[config.mk]
export PLATFORM = sky130hd
export DESIGN_NAME = round_key_sequencer
export DESIGN_NICKNAME = d
export VERILOG_FILES = /design/src/rtl/round_key_sequencer.sv
export SDC_FILE = /design/constraint.sdc
export NUM_CORES = 1
export LEC_CHECK = 0
export BUFFER_PORTS_ARGS = -buffer_cell sky130_fd_sc_hd__buf_2
export CORE_MARGIN = 3
export CORE_UTILIZATION = 54
export DETAILED_ROUTE_END_ITERATION = 10
export GPL_TIMING_DRIVEN = 0
export PLACE_DENSITY_LB_ADDON = 0.05
export SLEW_MARGIN = 20
export SYNTH_ARGS = -nofsm -noshare
export SYNTH_HDL_FRONTEND = slang
export SYNTH_SLANG_ARGS = --single-unit
[constraint.sdc]
create_clock -name clk -period 5.6 [get_ports clk]
set_clock_uncertainty 0.2 [all_clocks]
set_input_delay 1.12 -clock clk [delete_from_list [all_inputs] [get_ports clk]]
set_output_delay 1.12 -clock clk [all_outputs]
set_load 0.02 [all_outputs]
[src/rtl/round_key_sequencer.sv]
// Round-key sequencer: latches a master key and streams ROUNDS round keys
// over a valid/ready handshake, sharing one key-schedule permutation.
module round_key_sequencer #(
  parameter int ROUNDS = 32,
  parameter int IDXW   = 8
) (
  input  logic            clk,
  input  logic            rst_n,
  input  logic            start,
  input  logic [127:0]    key_in,
  output logic            busy,
  output logic [127:0]    rk,
  output logic [IDXW-1:0] rk_idx,
  output logic            rk_valid,
  input  logic            rk_ready,
  output logic            done
);

  typedef enum logic [1:0] {
    IDLE,
    LOAD,
    RUN,
    FIN
  } state_t;

  localparam logic [IDXW-1:0] LAST = IDXW'(ROUNDS - 1);

  state_t state;
  logic   fire;

  // Pure bit move: rotate the low 20 bits to the top, split 36..20.
  function automatic logic [127:0] perm(input logic [127:0] k);
    return {k[19:0], k[127:36], k[20], k[35:21]};
  endfunction

  assign fire = rk_valid & rk_ready;

  always_ff @(posedge clk or negedge rst_n) begin
    if (!rst_n) begin
      state    <= IDLE;
      rk       <= '0;
      rk_idx   <= '0;
      rk_valid <= 1'b0;
      busy     <= 1'b0;
      done     <= 1'b0;
    end else begin
      unique case (state)
        IDLE: begin
          if (start) begin
            rk     <= key_in;
            rk_idx <= '0;
            busy   <= 1'b1;
            state  <= LOAD;
          end
        end
        LOAD: begin
          rk_valid <= 1'b1;
          state    <= RUN;
        end
        RUN: begin
          if (fire) begin
            if (rk_idx == LAST) begin
              rk_valid <= 1'b0;
              busy     <= 1'b0;
              done     <= 1'b1;
              state    <= FIN;
            end else begin
              rk     <= perm(rk);
              rk_idx <= rk_idx + 1'b1;
            end
          end
        end
        FIN: begin
          done  <= 1'b0;
          state <= IDLE;
        end
        default: begin
          state <= IDLE;
        end
      endcase
    end
  end

endmodule

==> results.md <==
Run status:
- The flow ran to the end, and the final reports show no timing, DRC or antenna violations.

Yosys:
- The synthesized netlist net count is 627.
- The Yosys step of the flow raised 0 warnings.
- Of the total synthesized cell area, the portion taken by full adders, half adders and majority gates is 0.00681.
- The synthesized netlist occupies a cell area of 0.00735 sq mm.
- After synthesis, the largest family of logic cells by area is multiplexers.
- The share of the synthesized area in the top cell type is 0.480.
- The count of distinct cell types in the synthesized netlist is 39.
- The simple-gate share of the synthesized area is 0.0206.
- After technology mapping, the gate count stands at 491.
- Synthesis inferred 141 register bits.
- Of the total synthesized cell area, the portion taken by XOR and XNOR cells is 0.
- The fraction of the mapped netlist area in compound gates is 0.0235.
- A synthesized cell averages 15.0 sq um.
- By area the synthesized netlist is led by dfrtp_1, mux2_2, mux2_4.
- The portion of synthesized area spent on multiplexers is 0.436.
- Of the synthesized area, sequential elements account for 0.480.
- Of all cell types, the one taking the most synthesized area is dfrtp_1.

Finish:
- At the end of the flow the core is filled with cells to 0.735.
- The number of filler instances in the final layout is 904.
- In the layout the commonest cells are buf_2, mux2_2, dfrtp_1.
- The sequential cell area in the final layout is 0.00353 sq mm.
- The number of nets in the final layout is 917.
- The most frequent standard cell in the layout excluding fill and tap cells is buf_2.
- In the final layout, the multi-input gates occupy 0.00357 sq mm.
- Of the cells placed in the final design, the portion with a size suffix greater than 1 is 0.731.
- The area growth from synthesis to final layout is 29.9%.
- The number of cells in the finished layout apart from fillers is 966.

Hold path:
- The tightest min-delay check is of the reg2reg type.
- The endpoint with the worst hold slack is rk_idx[0].
- The number of cells on the worst hold path is 1.
- The startpoint of the worst hold path is rk_idx[0].

Global routing:
- The overall overflow remaining after global route is 0.
- The overall fraction of global-route tracks in use is 0.270.
- The via count of the first global-routing pass was 5468.
- The initial antenna violation count is 1.
- The largest net degree at the start of global routing is 74.
- The wire length of the first global-routing pass is 30300 um.

Setup path:
- The kind of launch point of the worst setup path is a flip-flop.
- Data on the critical path arrives at its endpoint at 2.90 ns.
- STA classifies the critical path endpoint as a flip-flop.
- The origin of the critical flop-to-flop path is state[0].
- The most numerous cell type found on the critical path is buf_2.
- In this run the worst path has a maximum fanout of 10.
- The signal on the critical path passes through inv_1, ha_1, buf_2, buf_2, clkbuf_1, mux2_2, mux2_4.
- Across all register-to-register paths, the minimum setup slack is 2.80 ns.
- The cell with the largest stage delay on the worst path is clkbuf_1.
- The number of cells on the worst reg-to-reg path is 7.
- The kind of critical path is reg2reg.
- The largest delay contributor family on the critical path is buffers and inverters.
- In this design, the stage delay of the slowest critical-path cell is 0.58 ns.
- The buffer and inverter count on the worst path is 4.
- The reg-to-reg endpoint is rk[47].
- The data required time of the critical path is 5.70 ns.

Timing:
- For the pin with the worst max-slew slack, the measured transition is 0.744 ns.
- The highest clock frequency the design can meet is 0.358 GHz.
- The count of final max-slew check failures is 0.
- The total count of hold-check failures in the final report is 0.
- The worst path in the final design needs a cycle of 2.80 ns, including I/O delays and setup.
- The final total negative setup slack is 0 ns.
- Of the available clock period, the critical path in the final layout requires 0.499.
- The final-report setup violation count is 0.
- Setup repair after global routing left no endpoint under its margin.
- Headroom to the max-slew limit came out at 0.504.

Clocking:
- The clock net sink count is 141.
- The master cell of the clock root buffer is clkbuf_16.
- The number of clock buffers added by TritonCTS is 17.
- The post-cts gate resize count is 0.
- The number of H-tree levels is 4.
- After clock tree synthesis, the clock-pin slew on the worst setup and hold paths is 0.06 ns.
- The later-pin clock latency in the skew report is 0.42 ns.
- TritonCTS built the clock tree.
- The number of hold buffers added after CTS is 0.
- The buffer count from post-CTS setup fixing is 0.
- No sink is reached through more buffers than the 2 on the longest clock path.

Detailed routing:
- The overall via count from detail_route is 5210.
- The number of violations reported at the end of detailed-routing iteration 0 is 250.
- Dividing the detail-routed via count by the number of cells gives 5.39.
- The final wirelength is 20100 um.
- The first TritonRoute pass finished after 4 iterations.
- After detailed routing, the average wire length per cell comes to 20.8 um.
- Once detail routing completed, the nets flagged for antenna violations numbered 0.
- For this run, design rule violations remaining after detail routing come to 0.

Power:
- The worst-case IR drop observed on VDD is 0.345 mV.
- The power density over the cells is 770 mW/mm^2.
- For this design the static power due to leakage is 4.71 nW.

Placed design:
- Buffers placed on the I/O ports in this run total 270.
- The total instance count after detailed placement is 934.
- The detailed placer's ending HPWL is 15100 um.
- The congestion estimate from routability-driven global placement came to 0.911.

Floorplanning:
- The overall die height is 123 um.
- The starting density of the core is 0.566.
- Pin placement for this block handled 271 I/O pins.
- The area of the die is 0.0150 sq mm.
- The core outline area is 0.0130 sq mm.
- The width of the chip is 123 um.
- The floorplan has 41 rows.

Run:
- Across the run, the number of max-cap violations was 0.
[worst max path at each step]
stage | startpoint | to | slack (ns) | cells past startpoint
after global placement | rst_n | rk[50] | 1.24 | 1
after detailed placement | start | rk[64] | 2.59 | 7
after global routing | state[0] | rk[40] | 2.68 | 7
final | state[0] | rk[47] | 2.80 | 7
after CTS | state[0] | rk[47] | 2.80 | 7
after floorplan | start | rk[10] | 3.02 | 6
[layer usage]
layer | vias up | part of all wire | wire (um) | global-route usage
met5 | - | 0 | 0 | 0
met4 | 0 | 0.017 | 348 | 0.0819
met3 | 23 | 0.069 | 1390 | 0.0802
met2 | 205 | 0.51 | 10200 | 0.463
met1 | 2605 | 0.41 | 8160 | 0.329
li1 | 2377 | - | - | -
[final cells by class]
| class | instances | share of cell area |
|---|---|---|
| Tap cell | 172 | 0.0226 |
| Multi-Input combinational cell | 313 | 0.375 |
| Buffer | 30 | 0.0228 |
| Antenna cell | 1 | 0.000262 |
| Clock inverter | 7 | 0.00892 |
| Clock buffer | 24 | 0.0526 |
| Sequential cell | 141 | 0.370 |
| Inverter | 7 | 0.00275 |
| Timing Repair Buffer | 271 | 0.146 |
[cell families after synthesis]
| group | after synthesis |
|---|---|
| buf+inv | 37 |
| mux | 259 |
| fa+ha+maj | 4 |
| flops | 141 |
| compound gates | 23 |
| simple gates | 27 |
[power by group]
group / switching [mW] / internal [mW]
clock: 0.407 / 0.708
sequential: 0.469 / 1.57
combinational: 2.01 / 2.18
[registers in the layout, indices dropped and copies added (netlist names)]
register / count
rk_idx: 8
rk_valid: 1
state: 2
done: 1
busy: 1
rk: 128
[synth_stat cells]
master	number
nand2b_1	1
o41ai_1	1
mux2_4	76
o31ai_1	1
nand2_1	9
nor4b_2	1
a41o_1	1
and2_2	1
buf_8	7
nor3_1	3
a22oi_1	1
a21oi_2	1
o2bb2ai_1	2
a221o_1	2
or2_2	1
o22a_1	1
o221ai_1	1
o211ai_1	1
mux2i_1	2
clkbuf_1	11
nand4_1	1
buf_6	2
a31oi_1	2
a21oi_1	2
inv_1	7
nand3_1	3
a21boi_0	1
and2_1	1
dfrtp_1	141
buf_1	1
a21o_1	1
or4_1	2
and3_1	3
buf_2	9
nor2b_1	1
a21bo_2	1
mux2_2	181
ha_1	4
o21ai_0	4
[stage by stage]
stage / power (mW) / area [sq um] / worst slack (ns) / hold WS (ns)
5_1_grt: 7.72 / 9540 / 2.68 / 0.342
4_1_cts: 7.40 / 9540 / 2.80 / 0.325
3_5_place_dp: 6.24 / 8950 / 2.59 / 0.312
3_3_place_gp: 6.13 / 8910 / 1.24 / 0.297
6_report: 7.34 / 9540 / 2.80 / 0.323
2_1_floorplan: 5.04 / 7350 / 3.02 / 0.289
Note: power is estimated with default switching activity, not from simulation.
